`src/rtl/ov7670_sccb_sequencer.sv`:
```
// Walks the camera register ROM and writes each entry to the OV7670 over SCCB
// as a three-phase write (device ID, register, value), honouring delay and end markers.
module ov7670_sccb_sequencer #(
    parameter int         CLK_FREQ_HZ  = 50000000,
    parameter int         SCCB_FREQ_HZ = 100000,
    parameter logic [7:0] CAM_ID       = 8'h42,
    parameter int         DELAY_CYCLES = 500000,
    parameter int         GAP_QUARTERS = 4
) (
    input  logic        clk,
    input  logic        reset,
    input  logic        resend,
    input  logic [15:0] command,
    input  logic        finished,
    output logic        advance,
    output logic        config_done,
    output logic        busy,
    output logic        sioc,
    output logic        siod
);
    localparam int QTR            = CLK_FREQ_HZ / (4 * SCCB_FREQ_HZ);
    localparam int QW             = $clog2(QTR);
    localparam int SHIFT_QUARTERS = 27 * 4;
    localparam int STEP_MAX       = (GAP_QUARTERS > SHIFT_QUARTERS) ? GAP_QUARTERS : SHIFT_QUARTERS;
    localparam int SW             = $clog2(STEP_MAX);
    localparam int DW             = (DELAY_CYCLES > 1) ? $clog2(DELAY_CYCLES) : 1;

    localparam logic [QW-1:0] QTR_LAST   = QW'(QTR - 1);
    localparam logic [SW-1:0] START_LAST = SW'(1);
    localparam logic [SW-1:0] SHIFT_LAST = SW'(SHIFT_QUARTERS - 1);
    localparam logic [SW-1:0] STOP_LAST  = SW'(2);
    localparam logic [SW-1:0] GAP_LAST   = SW'(GAP_QUARTERS - 1);
    localparam logic [DW-1:0] DELAY_LAST = DW'(DELAY_CYCLES - 1);

    typedef enum logic [3:0] {
        S_IDLE, S_SETTLE, S_FETCH, S_START, S_SHIFT,
        S_STOP, S_GAP, S_DELAY, S_ADV, S_DONE
    } state_t;

    state_t          state_q, state_d;
    logic [QW-1:0]   qtr_q, qtr_d;
    logic [SW-1:0]   step_q, step_d;
    logic [DW-1:0]   dly_q, dly_d;
    logic [26:0]     shift_q, shift_d;
    logic            sioc_q, sioc_d;
    logic            siod_q, siod_d;
    logic            tick;
    logic            timed;

    assign tick  = (qtr_q == QTR_LAST);
    assign timed = (state_q == S_START) || (state_q == S_SHIFT) ||
                   (state_q == S_STOP)  || (state_q == S_GAP);

    always_comb begin
        state_d = state_q;
        qtr_d   = qtr_q;
        step_d  = step_q;
        dly_d   = dly_q;
        shift_d = shift_q;
        sioc_d  = 1'b1;
        siod_d  = 1'b1;

        if (timed) begin
            qtr_d = tick ? '0 : qtr_q + 1'b1;
        end

        case (state_q)
            S_IDLE:   state_d = S_SETTLE;
            S_SETTLE: state_d = S_FETCH;
            S_FETCH: begin
                if (finished) begin
                    state_d = S_DONE;
                end else if (command == 16'hFFF0) begin
                    state_d = S_DELAY;
                end else begin
                    shift_d = {CAM_ID, 1'b1, command[15:8], 1'b1, command[7:0], 1'b1};
                    state_d = S_START;
                end
            end
            S_START: if (tick) begin
                step_d = step_q + 1'b1;
                if (step_q == START_LAST) state_d = S_SHIFT;
            end
            S_SHIFT: if (tick) begin
                step_d = step_q + 1'b1;
                // Next bit is presented at the end of each bit's last (high) quarter.
                if (step_q[1:0] == 2'b11) shift_d = {shift_q[25:0], 1'b0};
                if (step_q == SHIFT_LAST) state_d = S_STOP;
            end
            S_STOP: if (tick) begin
                step_d = step_q + 1'b1;
                if (step_q == STOP_LAST) state_d = S_GAP;
            end
            S_GAP: if (tick) begin
                step_d = step_q + 1'b1;
                if (step_q == GAP_LAST) state_d = S_ADV;
            end
            S_DELAY: begin
                dly_d = dly_q + 1'b1;
                if (dly_q == DELAY_LAST) state_d = S_ADV;
            end
            S_ADV:   state_d = S_SETTLE;
            S_DONE:  state_d = S_DONE;
            default: state_d = S_IDLE;
        endcase

        if (resend) begin
            state_d = S_SETTLE;
        end

        if (resend || (state_d != state_q)) begin
            qtr_d  = '0;
            step_d = '0;
            dly_d  = '0;
        end

        // Bus levels are registered alongside the state they belong to.
        case (state_d)
            S_START: begin
                sioc_d = (step_d == '0);
                siod_d = 1'b0;
            end
            S_SHIFT: begin
                sioc_d = step_d[1];
                siod_d = shift_d[26];
            end
            S_STOP: begin
                sioc_d = (step_d != '0);
                siod_d = (step_d == STOP_LAST);
            end
            default: begin
                sioc_d = 1'b1;
                siod_d = 1'b1;
            end
        endcase
    end

    always_ff @(posedge clk) begin
        if (reset) begin
            state_q <= S_IDLE;
            qtr_q   <= '0;
            step_q  <= '0;
            dly_q   <= '0;
            shift_q <= '0;
            sioc_q  <= 1'b1;
            siod_q  <= 1'b1;
        end else begin
            state_q <= state_d;
            qtr_q   <= qtr_d;
            step_q  <= step_d;
            dly_q   <= dly_d;
            shift_q <= shift_d;
            sioc_q  <= sioc_d;
            siod_q  <= siod_d;
        end
    end

    assign advance     = (state_q == S_ADV);
    assign config_done = (state_q == S_DONE);
    assign busy        = (state_q != S_IDLE) && (state_q != S_DONE);
    assign sioc        = sioc_q;
    assign siod        = siod_q;

endmodule
```
`config.mk`:
```
export PLATFORM = sky130hd
export DESIGN_NAME = ov7670_sccb_sequencer
export DESIGN_NICKNAME = d
export VERILOG_FILES = /design/src/rtl/ov7670_sccb_sequencer.sv
export SDC_FILE = /design/constraint.sdc
export NUM_CORES = 1
export LEC_CHECK = 0
export ABC_AREA = 1
export CAP_MARGIN = 40
export CELL_PAD_IN_SITES_DETAIL_PLACEMENT = 1
export CELL_PAD_IN_SITES_GLOBAL_PLACEMENT = 2
export CORE_MARGIN = 1.5
export CORE_UTILIZATION = 25
export CTS_CLUSTER_SIZE = 28
export DETAILED_ROUTE_END_ITERATION = 6
export GPL_TIMING_DRIVEN = 0
export HOLD_SLACK_MARGIN = 0.1
export PLACE_DENSITY = 0.67
export SYNTH_ARGS = -nofsm -noshare
export SYNTH_HDL_FRONTEND = slang
export SYNTH_SLANG_ARGS = --single-unit
```
`constraint.sdc`:
```
create_clock -name clk -period 2.5 [get_ports clk]
set_input_delay 0.5 -clock clk [delete_from_list [all_inputs] [get_ports clk]]
set_output_delay 0.5 -clock clk [all_outputs]
set_load 0.02 [all_outputs]
```
==> results_dict.tcl, run 1 <==
set metrics [dict create \
    via_per_inst 4.57 \
    synth-main-ff-cell "dfxtp_1" \
    grt_max_degree 13 \
    path_common_cell "inv_1" \
    p_int_mw 2.13 \
    synth_xor_area_share_pct 4.62 \
    yosysTopAreaCell "dfxtp_1" \
    power.density_nw_per_um2 612 \
    pre_cts_ws_ps -90.1 \
    setup_viol 0 \
    syn_area_per_cell_um2 6.95 \
    htree_levels 3 \
    post-dp-hpwl_um 7370 \
    wl_um 9350 \
    grt_pass1_wl_um 16300 \
    drt_iter0_markers 124 \
    clock_latency_ps 340 \
    p_sw_uw 573 \
    pin_count 25 \
    status "finished clean" \
    syn-num-nets 544 \
    stdcell_count 738 \
    syn_inst 518 \
    synthMuxAreaShare_pct 0 \
    dieHeight_um 123 \
    numCtsBuffers 9 \
    antenna_found_initial 0 \
    fillers 1767 \
    global_route.usage.total_pct 13.8 \
    cts_setup_buffers 0 \
    rsz0062_at_grt "no" \
    synth_area_leaders "dfxtp_1, nand2_1, nor2_1, nand3_1, inv_1" \
    die_w_um 123 \
    hold_ws_ps 469 \
    drv_slew 0 \
    vias 3375 \
    ir_worst_vdd_mv 0.335 \
    drive_gt1_share_pct 11.6 \
    critPathRequiredTime_ps 2000 \
    rows 43 \
    globalplace.congestion 0.751 \
    core-area_um2 14000 \
    yosys.cell_types.count 39 \
    cp-start-kind "flip-flop" \
    final_util_pct 31.6 \
    min_period_ps 2270 \
    synth_top_area_share_pct 36.7 \
    synth_compound_area_share_pct 9.01 \
    clock_path_buffers 2 \
    cap_viol_max_count 0 \
    wl_per_cell_um 12.7 \
    synth_top_family_by_area "simple AND/OR/NAND/NOR gates" \
    finClkSkew_ps 11.8 \
    final_antenna_net_count 0 \
    synth-async-reset-ratio_pct 0 \
    hold_path.class "reg2reg" \
    crit_chain "nand2_1, inv_1, nand3_1, inv_1, clkdlybuf4s50_1" \
    cts_tree "built" \
    io_buffers 24 \
    netlist_area_um2 3600 \
    die-area_um2 15100 \
    slew_headroom_pct 66.5 \
    tightest_slew_ps 503 \
    final_common_cell "nand2_1" \
    pwr-share-clk_pct 54.6 \
    comb_power_share_pct 5.7 \
    grt_overflow 0 \
    layout_common_cells "nand2_1, nor2_1, dfxtp_1" \
    synth_seq_cells 66 \
    p_leak_nw 1.69 \
    drcViolationCount 0 \
    num-nets-final 579 \
    synth_enable_flop_cells 0 \
    start_util_pct 25.7 \
    p_sw_share_pct 21.2 \
    synthAdderAreaFrac_pct 2.09 \
    dp.cells 722 \
    grt_pass1_vias 3443 \
    yosys_warnings 0 \
    fin_crit_sh_pct 90.9 \
    cts_sinks 66 \
    cpPeakStageDelay_ps 600 \
    setup_ws_ps 229 \
    worstPathMaxFanout 8 \
    drtPass1Iterations 4 \
    finalSetupTns_ps 0 \
    cp-end-kind "primary output" \
    ys_seq_area_share_pct 36.7 \
    area_growth_pct 22.9 \
    slowest_stage "clkdlybuf4s50_1" \
    path_class "reg2out" \
    synth-simple-area-share_pct 38.8 \
    crit_arrival_ps 1770 \
    pwr-share-seq_pct 39.7 \
    max_freq_mhz 440 \
    final_hold_viol_count 0 \
    cts_root_buf "clkbuf_16" \
    path_clk_slew_ps 50 \
    n_antenna_cell 0 \
]
-- power groups by stage --
stage | Clock [mW] | Combinational, mW | Sequential, mW
2_1_floorplan | 0 | 0.0875 | 1.10
3_3_place_gp | 0 | 0.157 | 1.10
3_5_place_dp | 0 | 0.158 | 1.10
4_1_cts | 1.53 | 0.159 | 1.07
5_1_grt | 1.57 | 0.174 | 1.08
6_report | 1.48 | 0.155 | 1.07
-- through the flow --
step	power, mW	cell area (µm²)
CTS	2.76	4420
detailed placement	1.26	4060
global placement	1.25	4060
finish	2.71	4420
global route	2.82	4420
floorplan	1.18	3600
-- kinds of logic (layout without fill, tap and decap cells) --
group / Yosys count / count (layout)
and+or+nand+nor: 302 / 302
xor gates and xnor gates: 19 / 19
adders and majority gates: 6 / 6
DFF: 66 / 66
AOI/OAI and AO/OA: 50 / 50
buffers and inverters: 75 / 115
-- cell type report --
class | count | area (µm²) | area share (%)
buffer | 15 | 88.8 | 2.01
clock buffer | 10 | 239 | 5.40
clock inverter | 6 | 114 | 2.57
inverter | 60 | 226 | 5.12
multi-input combinational | 377 | 1960 | 44.4
sequential | 66 | 1320 | 29.9
tap | 180 | 225 | 5.09
timing repair buffer | 24 | 243 | 5.49
-- repair_timing --
item                                    in CTS  in global routing
resized for setup                            0                  2
endpoints found under the setup margin       0                  2
hold buffers                                 0                  0
-- cells in the mapped netlist (3+ instances only) --
master	n
a31oi_1	18
buf_2	5
nand4_1	15
nand3_2	5
inv_1	56
nor3_1	6
nor2_2	6
xnor2_1	6
nand2_1	130
a21oi_1	10
inv_2	3
o221ai_1	4
xor2_1	13
dfxtp_1	66
clkbuf_1	5
ha_1	6
nand3_1	46
nand2_2	5
nor2_1	72
o21ai_0	8
buf_4	3
a21oi_2	3
nor3_2	4
nor2_4	5
-- registers in the layout (all words and copies together), names as in the netlist --
| signal | cells |
|---|---|
| dly_q | 19 |
| qtr_q | 7 |
| shift_q | 27 |
| sioc | 1 |
| siod | 1 |
| state_q | 4 |
| step_q | 7 |
-- worst max-delay path: cells and delay by family (launching register included) --
family	cells	cell delay, ps
AND/OR/NAND/NOR	2	200
flip-flops	1	460
buffers and inverters	3	770
-- path summary, 6_finish.rpt --
| kind | start | endpoint | slack [ps] | cells past startpoint |
|---|---|---|---|---|
| hold / removal | shift_q[0]$_SDFFE_PP0P_ | shift_q[0]$_SDFFE_PP0P_ | 470 | 2 |
| setup reg to reg | qtr_q[0]$_SDFFE_PP0P_ | sioc$_SDFF_PP1_ | 300 | 14 |
| setup / recovery | state_q[0]$_SDFF_PP0_ | config_done | 230 | 5 |
| hold reg to reg | shift_q[0]$_SDFFE_PP0P_ | shift_q[0]$_SDFFE_PP0P_ | 470 | 2 |
-- per-layer routing --
layer | wire (µm) | share of wire, % | track usage, % | vias to the layer above
met2 | 4570 | 49 | 24.6 | 33
met3 | 231 | 2.5 | 3.41 | 12
met5 | 0 | 0 | 0 | -
met1 | 4420 | 47 | 16.2 | 1582
met4 | 132 | 1.4 | 4.31 | 0
li1 | - | - | - | 1748
Power figures use the tool's default switching activity.
==> run 2: changes to the inputs <==
--- a/config.mk
+++ b/config.mk
@@ -11,7 +11,6 @@
 export CELL_PAD_IN_SITES_GLOBAL_PLACEMENT = 2
 export CORE_MARGIN = 1.5
 export CORE_UTILIZATION = 25
-export CTS_CLUSTER_SIZE = 28
 export DETAILED_ROUTE_END_ITERATION = 6
 export GPL_TIMING_DRIVEN = 0
 export HOLD_SLACK_MARGIN = 0.1
==> results of run 2 <==
Same layout as run 1: the final DEF is identical, and so are final timing and power.
==> run 3: changes to the inputs <==
--- a/config.mk
+++ b/config.mk
@@ -6,14 +6,15 @@
 export NUM_CORES = 1
 export LEC_CHECK = 0
 export ABC_AREA = 1
-export CAP_MARGIN = 40
+export ABC_CLOCK_PERIOD_IN_PS = 2500
+export CAP_MARGIN = 20
 export CELL_PAD_IN_SITES_DETAIL_PLACEMENT = 1
 export CELL_PAD_IN_SITES_GLOBAL_PLACEMENT = 2
 export CORE_MARGIN = 1.5
 export CORE_UTILIZATION = 25
 export DETAILED_ROUTE_END_ITERATION = 6
 export GPL_TIMING_DRIVEN = 0
-export HOLD_SLACK_MARGIN = 0.1
+export HOLD_SLACK_MARGIN = 0.06
 export PLACE_DENSITY = 0.67
 export SYNTH_ARGS = -nofsm -noshare
 export SYNTH_HDL_FRONTEND = slang
==> results of run 3 <==
Same layout as run 1: the final DEF is identical, and so are final timing and power.
